### config.mk
export PLATFORM = sky130hd
export DESIGN_NAME = regfile_reader_flat
export DESIGN_NICKNAME = d
export VERILOG_FILES = /design/src/rtl/regfile_reader_if.sv /design/src/rtl/regfile_reader.sv /design/src/flat_wrapper.sv
export SDC_FILE = /design/constraint.sdc
export NUM_CORES = 1
export LEC_CHECK = 0
export ABC_AREA = 1
export CAP_MARGIN = 10
export CELL_PAD_IN_SITES_DETAIL_PLACEMENT = 2
export CELL_PAD_IN_SITES_GLOBAL_PLACEMENT = 2
export CORE_MARGIN = 5
export CORE_UTILIZATION = 23
export DETAILED_ROUTE_END_ITERATION = 10
export PLACE_DENSITY_LB_ADDON = 0.1
export SYNTH_ARGS = -nofsm -noshare
export SYNTH_HDL_FRONTEND = slang
export SYNTH_SLANG_ARGS = --single-unit
### constraint.sdc
create_clock -name clk -period 2.65 [get_ports clk]
set_input_delay 0.3975 -clock clk [delete_from_list [all_inputs] [get_ports clk]]
set_output_delay 0.3975 -clock clk [all_outputs]
set_load 0.01 [all_outputs]
### src/rtl/regfile_reader_if.sv
// regfile_reader_if: bundles the dump control, regfile read port and the
// output word handshake of regfile_reader.
//   start/first_reg/count/abort : dump request and cancel
//   rd_addr/rd_data             : combinational regfile read port
//   out_data/out_reg/out_valid/out_ready : presented word and its handshake
//   busy/done                   : status
// slave is the reader side, master is the controller/regfile/sink side.
interface regfile_reader_if #(
  parameter int WIDTH = 64,
  parameter int ADDR  = 5
);
  logic              start;
  logic [ADDR-1:0]   first_reg;
  logic [ADDR:0]     count;
  logic              abort;
  logic [ADDR-1:0]   rd_addr;
  logic [WIDTH-1:0]  rd_data;
  logic [WIDTH-1:0]  out_data;
  logic [ADDR-1:0]   out_reg;
  logic              out_valid;
  logic              out_ready;
  logic              busy;
  logic              done;

  modport master (
    output start, first_reg, count, abort, rd_data, out_ready,
    input  rd_addr, out_data, out_reg, out_valid, busy, done
  );

  modport slave (
    input  start, first_reg, count, abort, rd_data, out_ready,
    output rd_addr, out_data, out_reg, out_valid, busy, done
  );
endinterface

### src/rtl/regfile_reader.sv
// regfile_reader: dumps a run of consecutive registers (wrapping at the top
// of the file) out through a valid/ready word interface.
//   clk  : clock, rising edge
//   rst  : asynchronous active-high reset
//   bus  : regfile_reader_if.slave (request, regfile read port, output word,
//          busy/done status)
// Each word takes one READ cycle (address presented, data registered) and
// at least one HOLD cycle (word presented until accepted).
module regfile_reader #(
  parameter int WIDTH = 64,
  parameter int ADDR  = 5
) (
  input logic              clk,
  input logic              rst,
  regfile_reader_if.slave  bus
);

  typedef enum logic [1:0] {IDLE, READ, HOLD, DONE} state_t;

  localparam logic [ADDR:0] MAX_CNT = {1'b1, {ADDR{1'b0}}};

  state_t            state, state_next;
  logic [ADDR-1:0]   cur;
  logic [ADDR:0]     remaining;
  logic [WIDTH-1:0]  out_data_q;
  logic [ADDR-1:0]   out_reg_q;
  logic              out_valid_q;
  logic              xfer;
  logic              last_word;

  assign xfer      = out_valid_q && bus.out_ready;
  assign last_word = (remaining == (ADDR+1)'(1));

  // cur only moves at an accepted start or a non-aborted transfer, so it
  // already holds the last read address everywhere outside READ.
  assign bus.rd_addr   = cur;
  assign bus.out_data  = out_data_q;
  assign bus.out_reg   = out_reg_q;
  assign bus.out_valid = out_valid_q;

  always_ff @(posedge clk or posedge rst) begin
    if (rst) state <= IDLE;
    else     state <= state_next;
  end

  always_comb begin
    state_next = state;
    case (state)
      IDLE: if (bus.start) state_next = (bus.count != '0) ? READ : DONE;
      READ: state_next = bus.abort ? IDLE : HOLD;
      HOLD: begin
        if (bus.abort)  state_next = IDLE;
        else if (xfer)  state_next = last_word ? DONE : READ;
      end
      DONE: state_next = IDLE;
      default: state_next = IDLE;
    endcase
  end

  always_comb begin
    bus.busy = (state != IDLE);
    bus.done = (state == DONE);
  end

  always_ff @(posedge clk or posedge rst) begin
    if (rst) begin
      cur         <= '0;
      remaining   <= '0;
      out_data_q  <= '0;
      out_reg_q   <= '0;
      out_valid_q <= 1'b0;
    end else begin
      case (state)
        IDLE: begin
          if (bus.start && bus.count != '0) begin
            cur       <= bus.first_reg;
            remaining <= (bus.count > MAX_CNT) ? MAX_CNT : bus.count;
          end
        end
        READ: begin
          if (!bus.abort) begin
            out_data_q  <= bus.rd_data;
            out_reg_q   <= cur;
            out_valid_q <= 1'b1;
          end
        end
        HOLD: begin
          // A transfer coinciding with abort still consumes the word, but
          // the address is left on the word that was delivered.
          if (xfer) begin
            remaining   <= remaining - (ADDR+1)'(1);
            out_valid_q <= 1'b0;
            if (!bus.abort && !last_word) cur <= cur + ADDR'(1);
          end
          if (bus.abort) out_valid_q <= 1'b0;
        end
        default: ;
      endcase
    end
  end

endmodule
### src/flat_wrapper.sv
// flat-port wrapper written by rule: the top's interface ports become plain ports
module regfile_reader_flat 
#(
  parameter int WIDTH = 64,
  parameter int ADDR  = 5
)
  (clk, rst, bus_start, bus_first_reg, bus_count, bus_abort, bus_rd_data, bus_out_ready, bus_rd_addr, bus_out_data, bus_out_reg, bus_out_valid, bus_busy, bus_done);
  regfile_reader_if #(.WIDTH(WIDTH), .ADDR(ADDR)) bus_i ();
  input logic clk;
  input logic rst;
  input wire logic [$bits(bus_i.start)-1:0] bus_start;
  input wire logic [$bits(bus_i.first_reg)-1:0] bus_first_reg;
  input wire logic [$bits(bus_i.count)-1:0] bus_count;
  input wire logic [$bits(bus_i.abort)-1:0] bus_abort;
  input wire logic [$bits(bus_i.rd_data)-1:0] bus_rd_data;
  input wire logic [$bits(bus_i.out_ready)-1:0] bus_out_ready;
  output wire logic [$bits(bus_i.rd_addr)-1:0] bus_rd_addr;
  output wire logic [$bits(bus_i.out_data)-1:0] bus_out_data;
  output wire logic [$bits(bus_i.out_reg)-1:0] bus_out_reg;
  output wire logic [$bits(bus_i.out_valid)-1:0] bus_out_valid;
  output wire logic [$bits(bus_i.busy)-1:0] bus_busy;
  output wire logic [$bits(bus_i.done)-1:0] bus_done;
  assign bus_i.start = bus_start;
  assign bus_i.first_reg = bus_first_reg;
  assign bus_i.count = bus_count;
  assign bus_i.abort = bus_abort;
  assign bus_i.rd_data = bus_rd_data;
  assign bus_i.out_ready = bus_out_ready;
  assign bus_rd_addr = bus_i.rd_addr;
  assign bus_out_data = bus_i.out_data;
  assign bus_out_reg = bus_i.out_reg;
  assign bus_out_valid = bus_i.out_valid;
  assign bus_busy = bus_i.busy;
  assign bus_done = bus_i.done;
  regfile_reader #(.WIDTH(WIDTH), .ADDR(ADDR)) u_core (.clk(clk), .rst(rst), .bus(bus_i));
endmodule
==> results of run 1 <==
[power by group through the flow]
stage / clock network [W] / logic (W) / registers (W)
CTS: 0.00148 / 0.00313 / 0.00232
detailed placement: 0 / 0.00312 / 0.00233
global placement: 0 / 0.00306 / 0.00230
global route: 0.00153 / 0.00331 / 0.00240
floorplan: 0 / 0.00122 / 0.00252
finish: 0.00142 / 0.00304 / 0.00230
[kinds of logic (layout without fill, tap and decap cells)]
| family | count (synthesis) | in the layout | share of synthesized area |
|---|---|---|---|
| buffers and inverters | 33 | 196 | 0.0527 |
| multiplexers | 67 | 67 | 0.210 |
| flip-flops | 83 | 83 | 0.579 |
| AND/OR/NAND/NOR | 103 | 103 | 0.123 |
| AO/OA/AOI/OAI | 15 | 15 | 0.0216 |
| adder cells (fa/ha/maj) | 3 | 3 | 0.0105 |
| XOR/XNOR | 1 | 1 | 0.00244 |
[cell type report]
type,count,area [um2],area share
clock inverters,5,104,0.0182
clock buffers,9,225,0.0396
repair buffers,160,1620,0.284
well taps,211,264,0.0464
flip-flops and latches,83,2080,0.365
inverters,22,83.8,0.0147
multi-input cells,189,1320,0.232
[metal layers]
layer	wire, um	vias up	track usage
met5	0	-	0
met1	4940	1355	0.164
met3	826	5	0.0436
met2	5400	97	0.209
li1	-	1324	-
met4	106	0	0.0305
[worst reg2reg max path, delay by kind of cell, from the launching register on]
| kind | cells | cell delay, ns |
|---|---|---|
| buffers and inverters | 2 | 0.57 |
| and+or+nand+nor | 5 | 0.91 |
| DFF | 1 | 0.46 |
[Yosys cell counts]
master and count:
clkinv_1 1, buf_2 1, nand4_1 3, nand2_1 63, xnor2_1 1, o21ai_0 9, mux2_1 6, o21ai_1 3
ha_1 3, mux2_2 61, a21oi_1 2, nor2_1 14, inv_1 21, nand3_1 17, dfrtp_1 83, or2_2 1
buf_6 8, buf_1 1, nand3_4 1, nor2_2 4, buf_4 1, a22oi_1 1
[stage by stage]
step / hold slack, ns / worst slack [ns]
after floorplan: 0.465 / 0.116
after global routing: 0.502 / 0.423
after CTS: 0.468 / 0.567
after detailed placement: 0.482 / 0.568
after global placement: 0.472 / 0.589
final: 0.450 / 0.662
[path summary, 6_finish.rpt]
| path | from | to | slack (ns) |
|---|---|---|---|
| max | u_core.state[0] | u_core.bus.rd_addr[4] | 0.66 |
| max reg2reg | u_core.state[0] | u_core.bus.rd_addr[4] | 0.66 |
| max in group asynchronous | rst | u_core.bus.out_data[59] | 1.56 |
| min | rst | u_core.bus.out_data[21] | 0.45 |
| min reg2reg | u_core.bus.out_reg[4] | u_core.bus.out_reg[4] | 0.48 |
| min in group clk | u_core.bus.out_reg[4] | u_core.bus.out_reg[4] | 0.48 |
==> flow_summary.toml, run 1 <==
[global_route]
grt_max_degree = 74
grt_antenna_before_repair = 0
grt_pass1_vias = 3133
track_usage = 0.128
grt-ovfl-total = 0
grt_first_pass_wirelength_um = 18100

[cts]
cts_root_buf = "clkbuf_16"
ctsHtreeMaxLevel = 3
clk_pin_slew_ns = 0.06
clock-sinks = 83
clock_latency_ns = 0.33
ctsResizeCount = 0
cts_buffers = 9
holdBufCountCts = 0
tritoncts = "built"
clockBufferDepth = 2
cts_setup_buffers = 0

[worst_setup_path]
critical_path_peak_fanout = 13
start_kind = "flip-flop"
worst-path-buf-inv = 2
crit_path_end_kind = "flip-flop"
cpMaxStageDelayCell = "inv_1"
worstPathCellList = "inv_1 -> nand2_1 -> inv_1 -> nand2_1 -> nand2_1 -> nand2_1 -> nand2_1"
critPathMaxStageDelay_ns = 0.47
cp.arrival_ns = 2.26
worst-r2r-cell-count = 7
cp.depth = 7
cp_data_required_time_ns = 2.92
crit_family = "simple AND/OR/NAND/NOR gates"
cpMostUsedCell = "nand2_1"
critPathKind = "flip-flop to flip-flop"

[placement]
portBuffers = 156
place_area_um2 = 5360
dp_cells = 665
dp_hpwl_um = 8530
gp_congestion = 0.733

[routing]
drt-pass1-iter-count = 4
drtAntennaViolNets = 0
num_vias = 2781
drcViolationCount = 0
totalWireLength_um = 11300
drt_iter0_drc = 59
viasPerCell = 4.10
wl_per_cell_um = 16.6

[floorplan]
core_um2 = 15300
die_w_um = 135
placementRows = 45
initial_core_util = 0.235
ioPinCount = 157
die_area_um2 = 18200
die_h_um = 135

[power_and_ir_drop]
ir_drop_mv = 0.344
power.share.switching = 0.322
p_sw_w = 0.00217
p_per_area_nw_per_um2 = 1190
leakagePower_nw = 2.48
total_power_w = 0.00675
pwr-share-comb = 0.450
power.share.sequential = 0.340
clockPowerShare = 0.210
p_int_w = 0.00458

[final_layout]
antenna_cells = 0
synthToLayoutAreaGrowth_pct = 58.7
fin_util = 0.373
final_cell_mix = "clkdlybuf4s50_1, dfrtp_1, nand2_1"
layout_commonest_cell = "clkdlybuf4s50_1"
final_cells = 679
finalInstanceArea_um2 = 5690
largest_reg_flops = 64
fillers = 1635
fin_nets = 548
drive_gt1_frac = 0.184

[yosys]
avgSynthCellArea_um2 = 11.8
ys_types = 22
synth_top_area_frac = 0.579
synth_nets = 388
yosysTopAreaCell = "dfrtp_1"
synthTopCellsByArea = "dfrtp_1, mux2_2, nand2_1, buf_6, nand3_1"
syn-cell-area_um2 = 3590
netlist_instances = 305
ys_warn_count = 0
synth-seq-cells = 83
yosysSeqAreaShare = 0.579

[timing]
tightest_slew_ns = 0.633
hold_viol = 0
slew_headroom = 0.578
setup_viol = 0
slew_viol_final = 0
setup-tns-final_ns = 0
clock_skew_ns = 0.00515
fin_crit_sh = 0.750
post-route-min-period_ns = 1.99
fmax_mhz = 503
rsz0062_at_grt = "no"

[outcome]
status = "completed"

[run]
cap_violations = 0

[min_path]
hp-class = "primary input to async pin"
Note: power is estimated with default switching activity, not from simulation.
==> run 2: changes to the inputs <==
--- a/config.mk
+++ b/config.mk
@@ -10,7 +10,7 @@
 export CELL_PAD_IN_SITES_DETAIL_PLACEMENT = 2
 export CELL_PAD_IN_SITES_GLOBAL_PLACEMENT = 2
 export CORE_MARGIN = 5
-export CORE_UTILIZATION = 23
+export CORE_UTILIZATION = 25
 export DETAILED_ROUTE_END_ITERATION = 10
 export PLACE_DENSITY_LB_ADDON = 0.1
 export SYNTH_ARGS = -nofsm -noshare
==> constraint.sdc (replaced) <==
create_clock -name clk -period 2 [get_ports clk]
set_input_delay 0.3 -clock clk [delete_from_list [all_inputs] [get_ports clk]]
set_output_delay 0.3 -clock clk [all_outputs]
set_load 0.01 [all_outputs]
==> run 2 against run 1 <==
  * Critical path depth decreased by 4
  * Non-clock buffer count increased by 13
  * Total power increased by 34%
  * First-iteration DRC count increased by 58%
  * Cell count decreased by 2.4%
  * Global-route usage increased by 1.3 points
  * Clock power increased by 29%
  * Die area decreased by 7.4%
  * Clock skew increased by 0.0029 ns
  * Sequential cell count unchanged
  * Worst hold slack got worse by 0.055 ns
  * Critical path type is now flip-flop to primary output
  * Critical endpoint is now bus_busy
==> flow_summary.toml, run 2 (synthesis results as in run 1) <==
[outcome]
status = "completed"

[cts]
clk_pin_slew_ns = 0.07
ctsResizeCount = 0
tritoncts = "built"
clock-sinks = 83
cts_setup_buffers = 0
ctsHtreeMaxLevel = 3
clockBufferDepth = 2
cts_buffers = 9
cts_root_buf = "clkbuf_16"
clock_latency_ns = 0.34
holdBufCountCts = 0

[final_layout]
antenna_cells = 0
synthToLayoutAreaGrowth_pct = 61.8
fin_nets = 561
largest_reg_flops = 64
drive_gt1_frac = 0.209
fin_util = 0.415
layout_commonest_cell = "clkdlybuf4s50_1"
final_cell_mix = "clkdlybuf4s50_1, dfrtp_1, nand2_1"

[placement]
portBuffers = 156
gp_congestion = 0.735
dp_hpwl_um = 8970

[timing]
slew_viol_final = 0
setup_viol = 0
post-route-min-period_ns = 1.84
hold_viol = 0
tightest_slew_ns = 0.563
slew_headroom = 0.624
fin_crit_sh = 0.918
clock_skew_ns = 0.00802
rsz0062_at_grt = "no"
setup-tns-final_ns = 0
fmax_mhz = 545

[power_and_ir_drop]
ir_drop_mv = 0.564
p_per_area_nw_per_um2 = 1560
power.share.switching = 0.325
clockPowerShare = 0.202
pwr-share-comb = 0.466
leakagePower_nw = 2.55
p_sw_w = 0.00295
power.share.sequential = 0.333
p_int_w = 0.00612
total_power_w = 0.00907

[global_route]
grt_first_pass_wirelength_um = 18300
grt_max_degree = 26
grt_pass1_vias = 3265
grt_antenna_before_repair = 0
grt-ovfl-total = 0
track_usage = 0.141

[routing]
totalWireLength_um = 11600
drt_iter0_drc = 93
num_vias = 2886
drtAntennaViolNets = 0
wl_per_cell_um = 17.5
drt-pass1-iter-count = 4
drcViolationCount = 0
viasPerCell = 4.35

[worst_setup_path]
start_kind = "flip-flop"
cp.arrival_ns = 1.54
critical_path_peak_fanout = 4
worst-r2r-cell-count = 8
reg2reg_to = "u_core.remaining[3]"
critPathKind = "flip-flop to primary output"
r2r-start = "u_core.state[0]"
crit_path_start = "u_core.state[0]"
crit_path_end_kind = "primary output"
r2r_slack_ns = 0.43
cp_data_required_time_ns = 1.70
crit_end = "bus_busy"

[run]
cap_violations = 0

[floorplan]
placementRows = 43
die_area_um2 = 16800
die_h_um = 130
core_um2 = 14000
ioPinCount = 157
initial_core_util = 0.256
die_w_um = 130

[min_path]
hp-class = "primary input to async pin"
==> run 2: cell count changes in the layout (fill, tap and decap cells not counted), sizes merged <==
cell | before | now
clkbuf | 9 | 10
buf | 4 | 17
clkinvlp | 0 | 3
bufinv | 3 | 2
clkinv | 4 | 3
==> run 2: area by class of cell <==
cell class / instances / area, um2
Clock inverter: 6 / 88.8
Sequential cell: 83 / 2080
Timing Repair Buffer: 173 / 1760
Inverter: 22 / 86.3
Fill cell: 1492 / 8190
Tap cell: 180 / 225
Clock buffer: 10 / 239
Multi-Input combinational cell: 189 / 1320
==> run 2: how the worst min path moves through the flow <==
stage | end | cells past startpoint | from | slack, ns
2_1_floorplan | u_core.bus.out_data[33] | 1 | bus_rd_data[33] | 0.43
5_1_grt | u_core.bus.out_data[49] | 2 | rst | 0.43
4_1_cts | u_core.bus.out_data[54] | 2 | rst | 0.41
6_report | u_core.bus.out_data[54] | 2 | rst | 0.39
3_5_place_dp | u_core.bus.out_reg[3] | 2 | u_core.bus.out_reg[3] | 0.48
3_3_place_gp | u_core.bus.out_reg[3] | 2 | u_core.bus.out_reg[3] | 0.47
==> run 2: through the flow <==
step	hold slack (ns)	cells	cell area, um2	setup slack (ns)
CTS	0.406	663	5800	0.130
global placement	0.474	647	5470	0.221
finish	0.395	663	5800	0.164
floorplan	0.432	305	3590	0.748
detailed placement	0.479	647	5470	0.198
global route	0.427	663	5800	0.100
==> run 2: worst max-delay path, cell delays in order (launching register included) <==
cell and delay, ns:
dfrtp_1 0.45, inv_1 0.08, nand2_1 0.11, clkdlybuf4s50_1 0.55
==> run 2: power groups by stage <==
stage          sequential, W  combinational (W)  clock [W]
3_5_place_dp         0.00306            0.00431          0
5_1_grt              0.00316            0.00459    0.00197
3_3_place_gp         0.00302            0.00421          0
4_1_cts              0.00304            0.00434    0.00190
6_report             0.00302            0.00423    0.00183
2_1_floorplan        0.00335            0.00161          0
==> run 2: metal layers <==
| layer | up-vias | track usage | share of wire |
|---|---|---|---|
| li1 | 1361 | - | - |
| met1 | 1416 | 0.193 | 0.45 |
| met2 | 98 | 0.223 | 0.47 |
| met3 | 11 | 0.0278 | 0.061 |
| met4 | 0 | 0.0532 | 0.016 |
| met5 | - | 0 | 0 |
==> run 3: changes to the inputs <==
--- a/config.mk
+++ b/config.mk
@@ -9,6 +9,7 @@
 export CAP_MARGIN = 10
 export CELL_PAD_IN_SITES_DETAIL_PLACEMENT = 2
 export CELL_PAD_IN_SITES_GLOBAL_PLACEMENT = 2
+export CORE_ASPECT_RATIO = 1.4
 export CORE_MARGIN = 5
 export CORE_UTILIZATION = 25
 export DETAILED_ROUTE_END_ITERATION = 10
==> run 3 against run 2 <==
  * Die area up 0.20%
  * Register-to-register slack got worse by 0.04 ns
  * Design area shrank 1.2%
  * First-iteration DRC count shrank 43%
  * Non-clock buffer count shrank 4
  * Via count is 1.9% lower
  * Clock power decreased by 6%
  * Setup slack improved by 0.0017 ns
==> flow_summary.toml, run 3 (synthesis results as in run 1) <==
[worst_setup_path]
critPathKind = "flip-flop to primary output"
critPathMaxStageDelay_ns = 0.56
cpMaxStageDelayCell = "clkdlybuf4s50_1"
start_kind = "flip-flop"
critical_path_peak_fanout = 4
crit_path_end_kind = "primary output"
worstPathCellList = "inv_1 -> nand2_1 -> clkdlybuf4s50_1"
cp_data_required_time_ns = 1.70
cp.arrival_ns = 1.53

[global_route]
grt_antenna_before_repair = 0
grt_pass1_vias = 3289
track_usage = 0.141
grt_first_pass_wirelength_um = 18500
grt_max_degree = 46
grt-ovfl-total = 0

[final_layout]
largest_reg_flops = 64
multi_input_area_um2 = 1330
antenna_cells = 0
synthToLayoutAreaGrowth_pct = 59.8
fillers = 1450
regArea_um2 = 2080
layout_commonest_cell = "clkdlybuf4s50_1"
fin_nets = 557
fin_util = 0.410
drive_gt1_frac = 0.203
final_cell_mix = "clkdlybuf4s50_1, dfrtp_1, nand2_1"

[timing]
rsz0062_at_grt = "no"
slew_viol_final = 0
setup_viol = 0
slew_headroom = 0.783
fmax_mhz = 545
tightest_slew_ns = 0.324
hold_viol = 0
clock_skew_ns = 0.00854
post-route-min-period_ns = 1.83
fin_crit_sh = 0.917

[cts]
clockBufferDepth = 2
cts_buffers = 9
clk_pin_slew_ns = 0.07
cts_setup_buffers = 0
cts_root_buf = "clkbuf_16"
clock-sinks = 83
tritoncts = "built"
clock_latency_ns = 0.33
ctsHtreeMaxLevel = 3

[placement]
dp_hpwl_um = 9030
gp_congestion = 0.773
portBuffers = 156

[run]
cap_violations = 0

[power_and_ir_drop]
ir_drop_mv = 0.454
leakagePower_nw = 2.52
total_power_w = 0.00892
p_per_area_nw_per_um2 = 1560

[routing]
totalWireLength_um = 11400
drtAntennaViolNets = 0
drcViolationCount = 0
wl_per_cell_um = 17.2
drt-pass1-iter-count = 4
viasPerCell = 4.26
num_vias = 2831
drt_iter0_drc = 53

[floorplan]
placementRows = 51
die_area_um2 = 16900
ioPinCount = 157
core_um2 = 14000
die_h_um = 152
initial_core_util = 0.257
die_w_um = 111

[outcome]
status = "completed"

[min_path]
hp-class = "primary input to async pin"
run 3: cell count changes in the layout (fill, tap and decap cells not counted):
cell / change
buf_12: -3
nor2_2: -1
nor2_4: +1
clkinv_4: +2
bufinv_16: -1
clkinvlp_4: -2
clkbuf_8: +1
buf_4: -1
run 3: cell type report:
cell class | instances | area share
clock buffer | 11 | 0.0441
clock inverter | 5 | 0.0107
inverter | 22 | 0.0151
multi-input combinational | 189 | 0.231
sequential | 83 | 0.362
tap | 185 | 0.0404
timing repair buffer | 169 | 0.296
run 3: metal layers:
| layer | vias up | global-route usage | routed length (um) |
|---|---|---|---|
| met2 | 84 | 0.262 | 6270 |
| met5 | - | 0 | 0 |
| met1 | 1392 | 0.162 | 4560 |
| met4 | 0 | 0.0365 | 121 |
| li1 | 1346 | - | - |
| met3 | 9 | 0.0326 | 462 |
run 3: worst max-delay path: cells and delay by family, from the launching register on:
kind                   cells  cell delay, ns
and+or+nand+nor            1            0.11
buffers and inverters      2            0.65
DFF                        1            0.44
run 3: worst paths after layout:
check | from | endpoint | slack, ns | cells after the start
min | rst | u_core.bus.out_data[28] | 0.41 | 3
min reg2reg | u_core.bus.out_data[49] | u_core.bus.out_data[49] | 0.49 | 1
min in group clk | u_core.bus.out_data[49] | u_core.bus.out_data[49] | 0.49 | 1
max reg2reg | u_core.state[0] | u_core.bus.rd_addr[1] | 0.39 | 8
max in group asynchronous | rst | u_core.bus.out_data[13] | 1.30 | 3
max | u_core.state[0] | bus_busy | 0.17 | 3
run 3: where the power goes:
part | total, W | switching [W] | internal (W)
Sequential | 0.00303 | 0.000513 | 0.00252
Combinational | 0.00416 | 0.00175 | 0.00241
Clock | 0.00172 | 0.000682 | 0.00104
run 3: through the flow:
step | hold WS (ns) | TNS (ns) | cell area, um2 | instances | setup WS (ns)
floorplan | 0.432 | 0 | 3590 | 305 | 0.748
global placement | 0.467 | 0 | 5410 | 648 | 0.0183
detailed placement | 0.484 | -0.234 | 5410 | 648 | -0.0566
CTS | 0.435 | 0 | 5730 | 664 | 0.0850
global route | 0.445 | 0 | 5730 | 664 | 0.0688
finish | 0.414 | 0 | 5730 | 664 | 0.166
run 3: timing repair:
item	in CTS	in global routing
resized for setup	0	1
setup endpoints to repair	0	5
endpoints found under the hold margin	0	0
hold buffers	0	0
